`src/rtl/spm_boot_loader.sv`:
```
// spm_boot_loader: flushes the SPM SRAM to FLUSH_VALUE after reset, loads program/data words
// from a valid/ready stream, then releases the RISC_SPM core reset.
// Optional feature: define LOADER_CKSUM_EN to add an XOR checksum check on the loaded stream;
// on a mismatch the core stays held and cksum_err is raised.
module spm_boot_loader #(
    parameter int unsigned WORD_SIZE = 10,
    parameter int unsigned ADDR_SIZE = 8,
    parameter logic [WORD_SIZE-1:0] FLUSH_VALUE = '0,
    parameter int unsigned CNT_SIZE = 9
) (
    input  logic                 clk,
    input  logic                 rst,
    input  logic                 reload,
    input  logic                 ld_valid,
    output logic                 ld_ready,
    input  logic [ADDR_SIZE-1:0] ld_addr,
    input  logic [WORD_SIZE-1:0] ld_data,
    input  logic                 ld_last,
    output logic                 mem_we,
    output logic [ADDR_SIZE-1:0] mem_addr,
    output logic [WORD_SIZE-1:0] mem_wdata,
    output logic                 cpu_rst,
    output logic                 busy,
    output logic                 done,
`ifdef LOADER_CKSUM_EN
    input  logic [WORD_SIZE-1:0] exp_cksum,
    output logic                 cksum_err,
`endif
    output logic [CNT_SIZE-1:0]  word_count
);

    localparam int unsigned DEPTH = 2 ** ADDR_SIZE;

    typedef enum logic [1:0] {StFlush, StLoad, StRun} state_e;

    state_e                 state_q, state_d;
    logic [ADDR_SIZE-1:0]   flush_cnt_q, flush_cnt_d;
    logic                   mem_we_q, mem_we_d;
    logic [ADDR_SIZE-1:0]   mem_addr_q, mem_addr_d;
    logic [WORD_SIZE-1:0]   mem_wdata_q, mem_wdata_d;
    logic                   ld_ready_q, ld_ready_d;
    logic                   cpu_rst_q, cpu_rst_d;
    logic                   busy_q, busy_d;
    logic                   done_q, done_d;
    logic [CNT_SIZE-1:0]    word_count_q, word_count_d;
    logic                   handshake;
`ifdef LOADER_CKSUM_EN
    logic [WORD_SIZE-1:0]   cksum_q, cksum_d;
    logic                   cksum_bad_q, cksum_bad_d;
    logic                   cksum_err_q, cksum_err_d;
`endif

    // A word is accepted only while the registered ready is visible to the stream.
    assign handshake = ld_valid & ld_ready_q;

    // Next-state and registered-output logic for the flush/load/run sequence.
    always_comb begin
        state_d      = state_q;
        flush_cnt_d  = flush_cnt_q;
        mem_we_d     = 1'b0;
        mem_addr_d   = mem_addr_q;
        mem_wdata_d  = mem_wdata_q;
        ld_ready_d   = 1'b0;
        cpu_rst_d    = cpu_rst_q;
        busy_d       = busy_q;
        done_d       = done_q;
        word_count_d = word_count_q;
`ifdef LOADER_CKSUM_EN
        cksum_d      = cksum_q;
        cksum_bad_d  = cksum_bad_q;
        cksum_err_d  = cksum_err_q;
`endif
        unique case (state_q)
            StFlush: begin
                mem_we_d    = 1'b1;
                mem_addr_d  = flush_cnt_q;
                mem_wdata_d = FLUSH_VALUE;
                flush_cnt_d = flush_cnt_q + ADDR_SIZE'(1);
                busy_d      = 1'b1;
                done_d      = 1'b0;
                cpu_rst_d   = 1'b0;
                if (flush_cnt_q == ADDR_SIZE'(DEPTH - 1)) begin
                    state_d = StLoad;
                end
            end
            StLoad: begin
                ld_ready_d = 1'b1;
                if (handshake) begin
                    mem_we_d    = 1'b1;
                    mem_addr_d  = ld_addr;
                    mem_wdata_d = ld_data;
                    if (word_count_q != '1) begin
                        word_count_d = word_count_q + CNT_SIZE'(1);
                    end
`ifdef LOADER_CKSUM_EN
                    cksum_d = cksum_q ^ ld_data;
`endif
                    if (ld_last) begin
                        state_d    = StRun;
                        ld_ready_d = 1'b0;
`ifdef LOADER_CKSUM_EN
                        cksum_bad_d = ((cksum_q ^ ld_data) != exp_cksum);
`endif
                    end
                end
            end
            StRun: begin
                busy_d = 1'b0;
                done_d = 1'b1;
`ifdef LOADER_CKSUM_EN
                cpu_rst_d   = ~cksum_bad_q;
                cksum_err_d = cksum_bad_q;
`else
                cpu_rst_d = 1'b1;
`endif
                if (reload) begin
                    state_d      = StFlush;
                    flush_cnt_d  = '0;
                    cpu_rst_d    = 1'b0;
                    done_d       = 1'b0;
                    busy_d       = 1'b1;
                    word_count_d = '0;
`ifdef LOADER_CKSUM_EN
                    cksum_d     = '0;
                    cksum_bad_d = 1'b0;
                    cksum_err_d = 1'b0;
`endif
                end
            end
            default: begin
                state_d = StFlush;
            end
        endcase
    end

    // State and output registers; reset restarts the flush from address 0 at any time.
    always_ff @(posedge clk) begin
        if (!rst) begin
            state_q      <= StFlush;
            flush_cnt_q  <= '0;
            mem_we_q     <= 1'b0;
            mem_addr_q   <= '0;
            mem_wdata_q  <= '0;
            ld_ready_q   <= 1'b0;
            cpu_rst_q    <= 1'b0;
            busy_q       <= 1'b1;
            done_q       <= 1'b0;
            word_count_q <= '0;
`ifdef LOADER_CKSUM_EN
            cksum_q      <= '0;
            cksum_bad_q  <= 1'b0;
            cksum_err_q  <= 1'b0;
`endif
        end else begin
            state_q      <= state_d;
            flush_cnt_q  <= flush_cnt_d;
            mem_we_q     <= mem_we_d;
            mem_addr_q   <= mem_addr_d;
            mem_wdata_q  <= mem_wdata_d;
            ld_ready_q   <= ld_ready_d;
            cpu_rst_q    <= cpu_rst_d;
            busy_q       <= busy_d;
            done_q       <= done_d;
            word_count_q <= word_count_d;
`ifdef LOADER_CKSUM_EN
            cksum_q      <= cksum_d;
            cksum_bad_q  <= cksum_bad_d;
            cksum_err_q  <= cksum_err_d;
`endif
        end
    end

    assign ld_ready   = ld_ready_q;
    assign mem_we     = mem_we_q;
    assign mem_addr   = mem_addr_q;
    assign mem_wdata  = mem_wdata_q;
    assign cpu_rst    = cpu_rst_q;
    assign busy       = busy_q;
    assign done       = done_q;
    assign word_count = word_count_q;
`ifdef LOADER_CKSUM_EN
    assign cksum_err  = cksum_err_q;
`endif

endmodule

```
`config.mk`:
```
export PLATFORM = sky130hd
export DESIGN_NAME = spm_boot_loader
export DESIGN_NICKNAME = d
export VERILOG_FILES = /design/src/rtl/spm_boot_loader.sv
export SDC_FILE = /design/constraint.sdc
export NUM_CORES = 1
export LEC_CHECK = 0
export ABC_AREA = 1
export CAP_MARGIN = 15
export CORE_ASPECT_RATIO = 1.4
export CORE_UTILIZATION = 45
export DETAILED_ROUTE_END_ITERATION = 10
export PLACE_DENSITY = 0.77
export SLEW_MARGIN = 0
export SYNTH_ARGS = -nofsm -noshare
export SYNTH_HDL_FRONTEND = slang
export SYNTH_SLANG_ARGS = --single-unit
```
`constraint.sdc`:
```
create_clock -name clk -period 2.5 [get_ports clk]
set_input_delay 0.5 -clock clk [delete_from_list [all_inputs] [get_ports clk]]
set_output_delay 0.5 -clock clk [all_outputs]
set_load 0.005 [all_outputs]
```
==> flow_summary.json, run 1 <==
{
  "worst_r2r_endpoint": "word_count[0]",
  "relSlewSlack_pct": 65.5,
  "synth_ff_type": "dfxtp_1",
  "p_int_mw": 1.00,
  "critical_path.top_delay_family": "compound AO/OA/AOI/OAI gates",
  "cts.path.max_buffers": 2,
  "reg2reg_slack_ps": 620,
  "cts_tree": "built",
  "cp-start-kind": "register",
  "nets": 343,
  "die_width_um": 56.4,
  "top_layer_used": "met4",
  "power_frac_clock_pct": 42.2,
  "comb_power_share_pct": 5.7,
  "grt_usage_pct": 21.0,
  "leakagePower_nw": 0.974,
  "hold_depth": 2,
  "insertion_delay_ps": 300,
  "syn-num-nets": 288,
  "gp_congestion": 0.804,
  "r2r-start": "word_count[0]",
  "cts_resized": 0,
  "antenna_cells": 0,
  "clk_pin_slew_ps": 80,
  "ys_warn_count": 0,
  "synth_cells": 262,
  "cts_root_buffer": "clkbuf_8",
  "finalMaxSlewViolations": 0,
  "seq_power_share_pct": 52.1,
  "final.setup.tns_ps": 0,
  "min_from": "mem_wdata[3]",
  "rows": 27,
  "dp_hpwl_um": 3110,
  "grt_antenna_before_repair": 0,
  "cap_violations": 0,
  "ir_drop_v": 0.000496,
  "swShare_pct": 21.4,
  "r2r_cells": 10,
  "syn_area_um2": 1860,
  "cts_setup_buffers": 0,
  "cp-end-kind": "register",
  "cts.sinks": 41,
  "status": "completed",
  "timing_worst_setup_path_type": "reg2reg",
  "hold_violations": 0,
  "fin_util_pct": 64.6,
  "route.detailed.wl_per_inst_um": 12.0,
  "async_flop_share_pct": 0,
  "initial_core_util_pct": 47.1,
  "p_per_area_nw_per_um2": 500,
  "ys_top_cells_by_area": "dfxtp_1 44%, nand2_1 15%, nand3_1 6.5%",
  "numCtsBuffers": 5,
  "worst_slew_pin_slew_ps": 516,
  "syn_avg_cell_area_um2": 7.11,
  "die_h_um": 78.1,
  "cpMaxStageDelayCell": "o21ai_1",
  "drt-met1-wl_um": 1900,
  "drt_iter0_drc": 56,
  "post-route-drc-count": 0,
  "hold_end": "mem_wdata[3]",
  "core_area_um2": 3950,
  "switchingPower_mw": 0.273,
  "synth-edff-count": 0,
  "path_buf_inv": 0,
  "dr.pass1.iters": 4,
  "wl_met2_um": 2150,
  "path_cells": "ha_1 -> nand2_1 -> nor3_1 -> nand2_1 -> nor2_1 -> ha_1 -> o21ai_1 -> nand2_4 -> o21ai_0 -> nor2_1",
  "finClkSkew_ps": 10.4,
  "post-place-ws_ps": 665,
  "routed_wl_um": 4320,
  "routed-via-count": 1893,
  "io_pins": 55,
  "cts_hold_buf": 0,
  "via_per_inst": 5.24,
  "arrival_ps": 2070,
  "synth_top_area_share_pct": 44.1,
  "post-route-period-util_pct": 75.1,
  "wl_met3_um": 197,
  "grt_pass1_wl_um": 7400,
  "postRouteAntennaNets": 0,
  "ys_seq_area_share_pct": 44.1,
  "required_ps": 2700,
  "ctsHtreeMaxLevel": 2,
  "crit_fanout": 7,
  "fin_crit_ps": 1880,
  "grt_overflow": 0,
  "synth_common_cells": "73 x nand2_1, 41 x dfxtp_1, 24 x nand3_1",
  "grt_setup_unrepaired": "false",
  "finalSetupViolCount": 0,
  "setup_slack_ps": 624,
  "grt_pass1_vias": 1716,
  "grt_max_degree": 24,
  "drive_gt1_share_pct": 7.23,
  "fillers": 339,
  "yosysTopAreaCell": "dfxtp_1",
  "slowest_delay_ps": 390,
  "port-buffer-count": 54,
  "area_growth_syn_to_layout_pct": 37.2,
  "synth_seq_cells": 41,
  "die_area_um2": 4400,
  "synthMostInstantiatedCell": "nand2_1",
  "synth_cell_types": 28,
  "hold_class": "reg2reg",
  "max_freq_ghz": 0.533
}
==> stage by stage <==
stage / hold slack [ps] / instance area, µm² / cells / power, mW
global route: 496 / 2550 / 361 / 1.32
CTS: 465 / 2550 / 361 / 1.29
finish: 461 / 2550 / 361 / 1.28
detailed placement: 455 / 2440 / 353 / 0.754
floorplan: 455 / 1860 / 262 / 0.702
global placement: 447 / 2440 / 353 / 0.751
==> placed cells by master (no fill, tap or decap), types with 5 or more instances in the layout <==
cell type / Yosys / layout
clkdlybuf4s50_1: 0 / 54
inv_2: 5 / 5
nor2_1: 19 / 19
o21ai_0: 12 / 12
dfxtp_1: 41 / 41
a31oi_1: 9 / 9
nand3_1: 24 / 24
a21oi_1: 22 / 22
inv_1: 21 / 21
clkbuf_8: 0 / 5
nand2_1: 73 / 73
==> layer usage <==
layer,up-vias,track usage (%)
li1,974,-
met1,866,24.4
met2,48,36.3
met3,5,4.78
met4,0,9.51
met5,-,0
==> state kept, by name (all words and copies together), names as in the netlist <==
register and count:
word_count 9, ld_ready 1, flush_cnt_q 8, done 1, state_q 2, busy 1, mem_wdata 10, mem_we 1
mem_addr 8
==> cells by family after synthesis <==
group	after synthesis	share of synthesized area, %
DFF	41	44.1
adders and majority gates	3	2.02
AOI/OAI and AO/OA	52	15.7
and+or+nand+nor	130	30.5
buffers and inverters	36	7.73
==> power by group through the flow <==
stage	Clock [mW]	Combinational (mW)	Sequential [mW]
after floorplan	0	0.0218	0.680
after global placement	0	0.0708	0.681
after detailed placement	0	0.0726	0.681
after CTS	0.548	0.0731	0.666
after global routing	0.573	0.0792	0.667
final	0.539	0.0730	0.666
==> worst reg2reg max path, delay by kind of cell (launching register included) <==
kind	cells	cell delay, ps
simple gates	6	460
fa+ha+maj	2	400
compound gates	2	580
flops	1	340
==> cell type report <==
cell class	count	area, µm²	area share (%)
clock inverters	3	46.3	1.81
flip-flops and latches	41	821	32.1
multi-input cells	185	897	35.1
repair buffers	58	571	22.3
inverters	26	97.6	3.82
clock buffers	5	68.8	2.69
well taps	43	53.8	2.11
==> how the worst max path moves through the flow <==
stage | from | endpoint | slack [ps] | depth (start not counted)
4_1_cts | word_count[0] | word_count[0] | 630 | 10
5_1_grt | word_count[0] | word_count[1] | 340 | 11
3_5_place_dp | ld_valid | word_count[0] | 660 | 8
2_1_floorplan | word_count[0] | word_count[0] | 800 | 10
3_3_place_gp | ld_valid | word_count[0] | 710 | 8
6_report | word_count[0] | word_count[0] | 620 | 10
Note: power is estimated with default switching activity, not from simulation.
==> inputs of run 2 (changes only) <==
==> constraint.sdc (replaced) <==
create_clock -name clk -period 1.8 [get_ports clk]
set_input_delay 0.36 -clock clk [delete_from_list [all_inputs] [get_ports clk]]
set_output_delay 0.36 -clock clk [all_outputs]
set_load 0.005 [all_outputs]
==> flow_summary.json, run 2 (synthesis results as in run 1) <==
{
  "status": "completed",
  "max_freq_ghz": 0.583,
  "grt_max_degree": 20,
  "cts.path.max_buffers": 2,
  "slowest_delay_ps": 360,
  "worst_slew_pin_slew_ps": 487,
  "stdcell_area_um2": 2660,
  "fin_util_pct": 67.3,
  "port-buffer-count": 54,
  "ctsHtreeMaxLevel": 2,
  "relSlewSlack_pct": 67.4,
  "route.detailed.wl_per_inst_um": 12.4,
  "arrival_ps": 1910,
  "clk_pin_slew_ps": 80,
  "core_area_um2": 3950,
  "via_per_inst": 5.30,
  "cts_root_buffer": "clkbuf_8",
  "grt_use_met1_pct": 24.7,
  "dp.cells": 365,
  "die_width_um": 56.4,
  "nets": 355,
  "dp_hpwl_um": 3430,
  "io_pins": 55,
  "top_usage_layer": "met2",
  "place_area_um2": 2530,
  "crit_top_cell": "nand2_1",
  "path_cells": "ha_4 -> nand2_2 -> nor3_2 -> nand2_1 -> nor2_1 -> ha_2 -> o21ai_2 -> buf_6 -> nand2_8 -> inv_2 -> nand2_1 -> a21oi_1",
  "cpMaxStageDelayCell": "dfxtp_2",
  "post-route-drc-count": 0,
  "cts_setup_buffers": 0,
  "finClkSkew_ps": 4.77,
  "finalSetupViolCount": 0,
  "seqCellArea_um2": 823,
  "insertion_delay_ps": 300,
  "fin_total_pwr_mw": 1.61,
  "setup_slack_ps": 86.1,
  "cap_violations": 0,
  "cts.sinks": 41,
  "gp_congestion": 0.831,
  "multiInputGateArea_um2": 937,
  "final_common_cell": "nand2_1",
  "cp-start-kind": "register",
  "area_growth_syn_to_layout_pct": 42.8,
  "met2_usage_pct": 40.4,
  "largest_reg_flops": 10,
  "cts_tree": "built",
  "met3_usage_pct": 5.27,
  "timing_worst_setup_path_type": "reg2reg",
  "initial_core_util_pct": 47.1,
  "post-route-period-util_pct": 95.2,
  "fin_crit_ps": 1710,
  "p_per_area_nw_per_um2": 607,
  "grt_overflow": 0,
  "die_h_um": 78.1,
  "cp-end-kind": "register",
  "fin_hold_ws_ps": 464,
  "post-place-ws_ps": 12.5,
  "finalMaxSlewViolations": 0,
  "required_ps": 2000,
  "hold_class": "reg2reg",
  "final.setup.tns_ps": 0,
  "dr.pass1.iters": 4,
  "numCtsBuffers": 5,
  "crit_fanout": 7,
  "fillers": 336,
  "grt_pass1_wl_um": 7760,
  "grt_antenna_before_repair": 0,
  "drive_gt1_share_pct": 12.7,
  "ir_drop_v": 0.000579,
  "postRouteAntennaNets": 0,
  "leakagePower_nw": 1.02,
  "routed-via-count": 1978,
  "reg2reg_slack_ps": 90,
  "routed_wl_um": 4640,
  "grt_usage_pct": 22.4,
  "drt_iter0_drc": 53,
  "die_area_um2": 4400,
  "antenna_cells": 0,
  "grt_pass1_vias": 1852,
  "rows": 27,
  "hold_violations": 0,
  "final_cells": 373,
  "final_cell_mix": "72 x nand2_1, 54 x clkdlybuf4s50_1, 39 x dfxtp_1, 23 x nand3_1, 22 x a21oi_1"
}
-- run 2: cell count changes in the layout (fill, tap and decap cells not counted), sizes merged --
cell,previous run,this run
buf,4,16
bufinv,1,0
clkbuf,5,6
clkinv,1,2
clkinvlp,1,0
-- run 2: power breakdown --
part           internal [mW]  switching [mW]  total (mW)
Combinational         0.0665          0.0371       0.104
Sequential             0.916         0.00838       0.925
Clock                  0.269           0.317       0.585
Total                   1.25           0.362        1.61
-- run 2: path summary, 6_finish.rpt --
path	startpoint	endpoint	depth (start not counted)
max reg2reg	word_count[0]	word_count[2]	12
max	word_count[0]	word_count[2]	12
min reg2reg	mem_wdata[3]	mem_wdata[3]	2
min	mem_wdata[3]	mem_wdata[3]	2
-- run 2: what timing repair did --
action	in CTS	in global routing
gates resized for setup	0	11
hold buffers	0	0
setup endpoints to repair	0	9
-- run 2: area by class of cell --
type,instances,share of cell area [%]
Clock buffer,6,2.73
Sequential cell,41,31.0
Timing Repair Buffer,70,25.0
Tap cell,43,2.02
Clock inverter,2,0.376
Multi-Input combinational cell,185,35.2
Inverter,26,3.67
-- run 2: worst max-delay path, delay by kind of cell, from the launching register on --
family | cells | cell delay [ps]
and+or+nand+nor | 6 | 610
DFF | 1 | 360
adders and majority gates | 2 | 330
buffers and inverters | 2 | 190
AOI/OAI and AO/OA | 2 | 120
-- run 2: per-layer routing --
| metal | vias to the layer above | share of wire [%] |
|---|---|---|
| met5 | - | 0 |
| met2 | 43 | 52 |
| met4 | 0 | 1.6 |
| met1 | 928 | 42 |
| met3 | 7 | 3.9 |
| li1 | 1000 | - |
